## src/rtl/dsp_zmux_pipe_if.sv

```systemverilog
// Operand/result bundle for the DSP post-adder Z-operand multiplexer.
// The master drives OPMODE, enables and operands; the slave returns the selected Z operand and status.
interface dsp_zmux_pipe_if #(
  parameter int WIDTH = 48
);
  logic [6:0]       opmode;
  logic             ce_opmode;
  logic             ce_c;
  logic             ce_z;
  logic [WIDTH-1:0] pcin;
  logic [WIDTH-1:0] p;
  logic [WIDTH-1:0] c;
  logic             in_valid;
  logic             err_clr;
  logic [WIDTH-1:0] z_out;
  logic             out_valid;
  logic             invalid;
  logic             err_sticky;

  modport master (
    output opmode, ce_opmode, ce_c, ce_z, pcin, p, c, in_valid, err_clr,
    input  z_out, out_valid, invalid, err_sticky
  );

  modport slave (
    input  opmode, ce_opmode, ce_c, ce_z, pcin, p, c, in_valid, err_clr,
    output z_out, out_valid, invalid, err_sticky
  );
endinterface

```

## src/rtl/dsp_zmux_pipe.sv

```systemverilog
// Pipelined Z-operand select for the DSP post-adder: zero/PCIN/P/C/shifted operands,
// optional OPMODE, C and Z registers with clock enables, valid tracking and illegal-OPMODE flagging.
module dsp_zmux_pipe #(
  parameter int WIDTH     = 48,
  parameter int SHIFT     = 17,
  parameter int OPMODEREG = 1,
  parameter int CREG      = 1,
  parameter int ZREG      = 1
) (
  input logic             clk,
  input logic             rst,
  dsp_zmux_pipe_if.slave  zif
);

  logic [6:0]              opm;
  logic                    vld_p0;
  logic signed [WIDTH-1:0] c_e;
  logic signed [WIDTH-1:0] z_p1_d;
  logic                    inv_p1_d;
  logic signed [WIDTH-1:0] z_o;
  logic                    inv_o;
  logic                    vld_o;
  logic                    err_q;
  logic                    unused_ce;

  // Enables feeding a bypassed register have no effect in that configuration.
  assign unused_ce = zif.ce_opmode ^ zif.ce_c ^ zif.ce_z;

  function automatic logic signed [WIDTH-1:0] asr(input logic signed [WIDTH-1:0] x);
    return x >>> SHIFT;
  endfunction

  // ---- p0: OPMODE / valid and C input stage ----
  generate
    if (OPMODEREG != 0) begin : g_opm_reg
      logic [6:0] opm_p0_q;
      logic       vld_p0_q;
      always_ff @(posedge clk) begin
        if (rst) begin
          opm_p0_q <= '0;
          vld_p0_q <= 1'b0;
        end else if (zif.ce_opmode) begin
          opm_p0_q <= zif.opmode;
          vld_p0_q <= zif.in_valid;
        end
      end
      assign opm    = opm_p0_q;
      assign vld_p0 = vld_p0_q;
    end else begin : g_opm_byp
      assign opm    = zif.opmode;
      assign vld_p0 = zif.in_valid;
    end

    if (CREG != 0) begin : g_c_reg
      logic signed [WIDTH-1:0] c_p0_q;
      always_ff @(posedge clk) begin
        if (rst) begin
          c_p0_q <= '0;
        end else if (zif.ce_c) begin
          c_p0_q <= $signed(zif.c);
        end
      end
      assign c_e = c_p0_q;
    end else begin : g_c_byp
      assign c_e = $signed(zif.c);
    end
  endgenerate

  always_comb begin
    z_p1_d   = '0;
    inv_p1_d = 1'b0;
    case (opm[6:4])
      3'b000: z_p1_d = '0;
      3'b001: z_p1_d = $signed(zif.pcin);
      3'b010: z_p1_d = $signed(zif.p);
      3'b011: z_p1_d = c_e;
      3'b100: begin
        if (opm[3:0] == 4'b1000) z_p1_d = $signed(zif.p);
        else                     inv_p1_d = 1'b1;
      end
      3'b101: z_p1_d = asr($signed(zif.pcin));
      3'b110: z_p1_d = asr($signed(zif.p));
      default: inv_p1_d = 1'b1;
    endcase
  end

  // ---- p1: Z output stage ----
  generate
    if (ZREG != 0) begin : g_z_reg
      logic signed [WIDTH-1:0] z_p1_q;
      logic                    inv_p1_q;
      logic                    vld_p1_q;
      always_ff @(posedge clk) begin
        if (rst) begin
          z_p1_q   <= '0;
          inv_p1_q <= 1'b0;
          vld_p1_q <= 1'b0;
        end else if (zif.ce_z) begin
          z_p1_q   <= z_p1_d;
          inv_p1_q <= inv_p1_d;
          vld_p1_q <= vld_p0;
        end
      end
      assign z_o   = z_p1_q;
      assign inv_o = inv_p1_q;
      assign vld_o = vld_p1_q;
    end else begin : g_z_byp
      assign z_o   = z_p1_d;
      assign inv_o = inv_p1_d;
      assign vld_o = vld_p0;
    end
  endgenerate

  // Setting takes priority over a simultaneous clear so no illegal result is lost.
  always_ff @(posedge clk) begin
    if (rst) begin
      err_q <= 1'b0;
    end else if (inv_o && vld_o) begin
      err_q <= 1'b1;
    end else if (zif.err_clr) begin
      err_q <= 1'b0;
    end
  end

  assign zif.z_out      = z_o;
  assign zif.invalid    = inv_o;
  assign zif.out_valid  = vld_o;
  assign zif.err_sticky = err_q;

endmodule

```

## src/flat_wrapper.sv

```systemverilog
// flat-port wrapper written by rule: the top's interface ports become plain ports
module dsp_zmux_pipe_flat 
#(
  parameter int WIDTH     = 48,
  parameter int SHIFT     = 17,
  parameter int OPMODEREG = 1,
  parameter int CREG      = 1,
  parameter int ZREG      = 1
)
  (clk, rst, zif_opmode, zif_ce_opmode, zif_ce_c, zif_ce_z, zif_pcin, zif_p, zif_c, zif_in_valid, zif_err_clr, zif_z_out, zif_out_valid, zif_invalid, zif_err_sticky);
  dsp_zmux_pipe_if #(.WIDTH(WIDTH)) zif_i ();
  input logic clk;
  input logic rst;
  input wire logic [$bits(zif_i.opmode)-1:0] zif_opmode;
  input wire logic [$bits(zif_i.ce_opmode)-1:0] zif_ce_opmode;
  input wire logic [$bits(zif_i.ce_c)-1:0] zif_ce_c;
  input wire logic [$bits(zif_i.ce_z)-1:0] zif_ce_z;
  input wire logic [$bits(zif_i.pcin)-1:0] zif_pcin;
  input wire logic [$bits(zif_i.p)-1:0] zif_p;
  input wire logic [$bits(zif_i.c)-1:0] zif_c;
  input wire logic [$bits(zif_i.in_valid)-1:0] zif_in_valid;
  input wire logic [$bits(zif_i.err_clr)-1:0] zif_err_clr;
  output wire logic [$bits(zif_i.z_out)-1:0] zif_z_out;
  output wire logic [$bits(zif_i.out_valid)-1:0] zif_out_valid;
  output wire logic [$bits(zif_i.invalid)-1:0] zif_invalid;
  output wire logic [$bits(zif_i.err_sticky)-1:0] zif_err_sticky;
  assign zif_i.opmode = zif_opmode;
  assign zif_i.ce_opmode = zif_ce_opmode;
  assign zif_i.ce_c = zif_ce_c;
  assign zif_i.ce_z = zif_ce_z;
  assign zif_i.pcin = zif_pcin;
  assign zif_i.p = zif_p;
  assign zif_i.c = zif_c;
  assign zif_i.in_valid = zif_in_valid;
  assign zif_i.err_clr = zif_err_clr;
  assign zif_z_out = zif_i.z_out;
  assign zif_out_valid = zif_i.out_valid;
  assign zif_invalid = zif_i.invalid;
  assign zif_err_sticky = zif_i.err_sticky;
  dsp_zmux_pipe #(.WIDTH(WIDTH), .SHIFT(SHIFT), .OPMODEREG(OPMODEREG), .CREG(CREG), .ZREG(ZREG)) u_core (.clk(clk), .rst(rst), .zif(zif_i));
endmodule
```

## config.mk

```make
export PLATFORM = sky130hd
export DESIGN_NAME = dsp_zmux_pipe_flat
export DESIGN_NICKNAME = d
export VERILOG_FILES = /design/src/rtl/dsp_zmux_pipe_if.sv /design/src/rtl/dsp_zmux_pipe.sv /design/src/flat_wrapper.sv
export SDC_FILE = /design/constraint.sdc
export NUM_CORES = 1
export LEC_CHECK = 0
export ABC_AREA = 1
export BUFFER_PORTS_ARGS = -buffer_cell sky130_fd_sc_hd__clkbuf_2
export CAP_MARGIN = 20
export CORE_ASPECT_RATIO = 2
export CORE_MARGIN = 3
export CORE_UTILIZATION = 50
export CTS_CLUSTER_DIAMETER = 80
export DETAILED_ROUTE_END_ITERATION = 10
export PLACE_DENSITY = 0.85
export SLEW_MARGIN = 30
export SYNTH_ARGS = -nofsm -noshare
export SYNTH_HDL_FRONTEND = slang
export SYNTH_SLANG_ARGS = --single-unit
export TNS_END_PERCENT = 1
```

## constraint.sdc

```tcl
create_clock -name clk -period 1.68 [get_ports clk]
set_clock_uncertainty 0.2 [all_clocks]
set_input_delay 0.168 -clock clk [delete_from_list [all_inputs] [get_ports clk]]
set_output_delay 0.168 -clock clk [all_outputs]
set_load 0.02 [all_outputs]
```

==> results_dict.tcl <==
set metrics [dict create \
    period_needed_ns 1.69 \
    reg2regPathDepth 8 \
    report.final.slew_viol_count 0 \
    clockBufferDepth 2 \
    placement.io_buffers 208 \
    hpwl_um 17000 \
    grt_pass1_wl_um 37700 \
    critical-path-max-stage-delay_ns 0.39 \
    core_area_um2 11400 \
    status "finished with violations" \
    cp_num_buf_inv 2 \
    hold_class "input pin to flip-flop" \
    drt-met1-wl_um 8210 \
    cts.clk_slew.worst_paths_ns 0.07 \
    cts.sinks 107 \
    grt-ovfl-total 0 \
    cap_violations 0 \
    die_w_um 82.1 \
    startpoint_type "flip-flop" \
    cts_buffers 9 \
    swShare_pct 32.2 \
    cts_max_level 3 \
    syn_nets 1072 \
    max_freq_mhz 592 \
    cpMaxStageDelayCell "dfxtp_4" \
    wl_per_cell_um 19.3 \
    detailroute.via_count 7997 \
    drt-initial-drc-count 1095 \
    totalWireLength_um 25900 \
    ios 209 \
    crit_type "flip-flop to flip-flop" \
    synthCells 914 \
    remaining_drc_errors 0 \
    post_dp_cell_area_um2 7050 \
    design_area_um2 8580 \
    die_y_um 158 \
    tns_ns -0.00956 \
    crit_family "simple AND/OR/NAND/NOR gates" \
    track_usage_pct 38.8 \
    clockPowerShare_pct 31.9 \
    cts_tree "done" \
    syn_area_per_cell_um2 6.34 \
    crit_fanout 24 \
    reg2reg_slack_ns -0.01 \
    fin_nets 1350 \
    power_density_nw_per_um2 759 \
    min_from "zif_p[36]" \
    crit_path_frequent_cell "nand2_1" \
    cp.arrival_ns 1.78 \
    crit_path_end_kind "flip-flop" \
    dr.pass1.iters 6 \
    dr_wl_met3_um 2040 \
    die-area_um2 13000 \
    fin_crit_sh_pct 101 \
    via_per_inst 5.96 \
    grt_max_degree 50 \
    cp_cell_sequence "buf_12 > buf_16 > nand4_1 > nand2_1 > nor2_2 > nand2_1 > nand2_1 > a21oi_1" \
    final.setup.worst_slack_ns -0.00956 \
    required_ns 1.77 \
    rsz0062_at_grt "yes" \
    switching_power_w 0.00210 \
    ir_worst_vdd_mv 0.689 \
    p_comb_share_pct 25.1 \
    r2r_end "u_core.zif.z_out[32]" \
    max_slew_margin_pct 65.7 \
    grt_antenna_before_repair 2 \
    ant_nets 0 \
    initial_core_util_pct 51.1 \
    num_rows 55 \
    fillers 861 \
    grt_pass1_vias 7382 \
    worstHoldPathCells 5 \
    routed.top_layer "met4" \
    yosys_warnings 0 \
    worst_pin_slew_ns 0.514 \
    hold_end "u_core.zif.z_out[36]" \
    reg2reg_from "u_core.g_opm_reg.opm_p0_q[4]" \
    area_delta_synth_final_pct 48.0 \
    synth-seq-cells 107 \
    p_leak_nw 4.20 \
    synth.distinct_cells 20 \
    p_int_w 0.00442 \
    syn-cell-area_um2 5800 \
    drive_above_1_share_pct 24.1 \
    pwr-share-seq_pct 43.0 \
    cts_root_buffer "clkbuf_16" \
    setup_viol 1 \
    violations "setup timing" \
    routed-wl-met2_um 12900 \
    place_congestion 1.00 \
    hold_viol 0 \
    worst_skew_pair.late_latency_ns 0.36 \
    seq_area_frac_synth_pct 37.0 \
]
-- cell usage in the layout, fill, tap and decap left out, drive strengths merged --
| master | n |
|---|---|
| nand2 | 278 |
| clkbuf | 220 |
| nand4 | 158 |
| nor2 | 152 |
| dfxtp | 107 |
| dlygate4sd3 | 105 |
| o21ai | 59 |
| a21oi | 55 |
| buf | 42 |
| inv | 13 |
| clkinv | 5 |
| diode | 2 |
| nand3 | 2 |
| a31oi | 1 |
-- stage by stage --
step / cells / worst slack [ns] / hold slack, ns / power, W / utilization, %
detailed placement: 1211 / 0.0242 / 0.197 / 0.00414 / 62.1
CTS: 1332 / 0.000972 / 0.00755 / 0.00636 / 73.9
floorplan: 914 / 0.189 / 0.103 / 0.00357 / -
global placement: 1211 / 0.0243 / 0.191 / 0.00413 / 62.1
finish: 1341 / -0.00956 / 0.0213 / 0.00651 / 75.6
global route: 1341 / -0.0987 / 0.0458 / 0.00676 / 75.6
-- area by class of cell --
type / count / area [µm²] / area share (%)
timing repair buffer: 358 / 2690 / 31.3
sequential: 107 / 2150 / 25.1
inverter: 11 / 48.8 / 0.569
clock buffer: 9 / 225 / 2.63
clock inverter: 7 / 58.8 / 0.685
antenna: 2 / 5.00 / 0.0583
multi-input combinational: 705 / 3230 / 37.6
tap: 142 / 178 / 2.07
-- power groups by stage --
stage	combinational (W)	clock (W)	sequential, W
after floorplan	0.000686	0	0.00289
after global placement	0.00129	0	0.00284
after detailed placement	0.00130	0	0.00285
after CTS	0.00150	0.00207	0.00279
after global routing	0.00175	0.00220	0.00281
final	0.00164	0.00208	0.00280
-- cell usage after synthesis --
| library cell | n | share of area (%) |
|---|---|---|
| nand2_1 | 276 | 18 |
| nand4_1 | 158 | 17 |
| nor2_1 | 151 | 9.8 |
| dfxtp_1 | 107 | 37 |
| clkbuf_1 | 59 | 3.8 |
| o21ai_0 | 57 | 4.9 |
| a21oi_1 | 55 | 4.7 |
| buf_2 | 18 | 1.6 |
| inv_1 | 8 | 0.52 |
| buf_1 | 6 | 0.39 |
| buf_4 | 4 | 0.52 |
| buf_6 | 4 | 0.78 |
| nand2_2 | 2 | 0.22 |
| nand3_1 | 2 | 0.17 |
| o21ai_1 | 2 | 0.17 |
| a31oi_1 | 1 | 0.11 |
| clkinv_4 | 1 | 0.15 |
| inv_2 | 1 | 0.065 |
| inv_4 | 1 | 0.11 |
| nor2_2 | 1 | 0.11 |
-- worst max-delay path by stage --
stage          cells after the start                    to  slack (ns)                         start
4_1_cts                            9  u_core.zif.z_out[44]       0.001  u_core.g_opm_reg.opm_p0_q[4]
2_1_floorplan                     10  u_core.zif.z_out[40]        0.19  u_core.g_opm_reg.opm_p0_q[5]
3_5_place_dp                       8   u_core.zif.z_out[4]        0.02  u_core.g_opm_reg.opm_p0_q[5]
5_1_grt                            8  u_core.zif.z_out[32]        -0.1  u_core.g_opm_reg.opm_p0_q[5]
3_3_place_gp                       8   u_core.zif.z_out[4]        0.02  u_core.g_opm_reg.opm_p0_q[5]
6_report                           8  u_core.zif.z_out[32]       -0.01  u_core.g_opm_reg.opm_p0_q[4]
-- state kept, by name (all words and copies together), names as in the netlist --
register                   flops
u_core.zif.out_valid           1
u_core.zif.z_out              48
u_core.zif.invalid             1
u_core.c_e                    48
u_core.g_opm_reg.vld_p0_q      1
u_core.g_opm_reg.opm_p0_q      7
u_core.zif.err_sticky          1
-- worst reg2reg max path: cells and delay by family, from the launching register on --
family	cells	cell delay (ns)
AND/OR/NAND/NOR	5	0.56
AO/OA/AOI/OAI	1	0.11
flip-flops	1	0.39
buffers and inverters	2	0.36
-- metal layers --
layer  GRT usage (%)  vias to the layer above
li1                -                     3666
met1            38.4                     3578
met2            65.9                      575
met3            7.02                      178
met4            35.9                        0
met5               0                        -
-- timing repair --
| item | in CTS | in global routing |
|---|---|---|
| pin swaps | 0 | 1 |
| setup buffers | 0 | 4 |
| cloned | 0 | 3 |
| setup endpoints to repair | 1 | 38 |
| resized for setup | 1 | 21 |
| endpoints found under the hold margin | 103 | 0 |
| hold buffers | 105 | 0 |
-- kinds of logic (layout without fill, tap and decap cells) --
group | count (synthesis) | count (layout) | share of synthesized area [%]
AO/OA/AOI/OAI | 115 | 115 | 9.95
buffers and inverters | 102 | 385 | 7.90
flip-flops | 107 | 107 | 37.0
other | 0 | 2 | 0
AND/OR/NAND/NOR | 590 | 590 | 45.2
No activity file was read; power rests on OpenSTA's default activity.
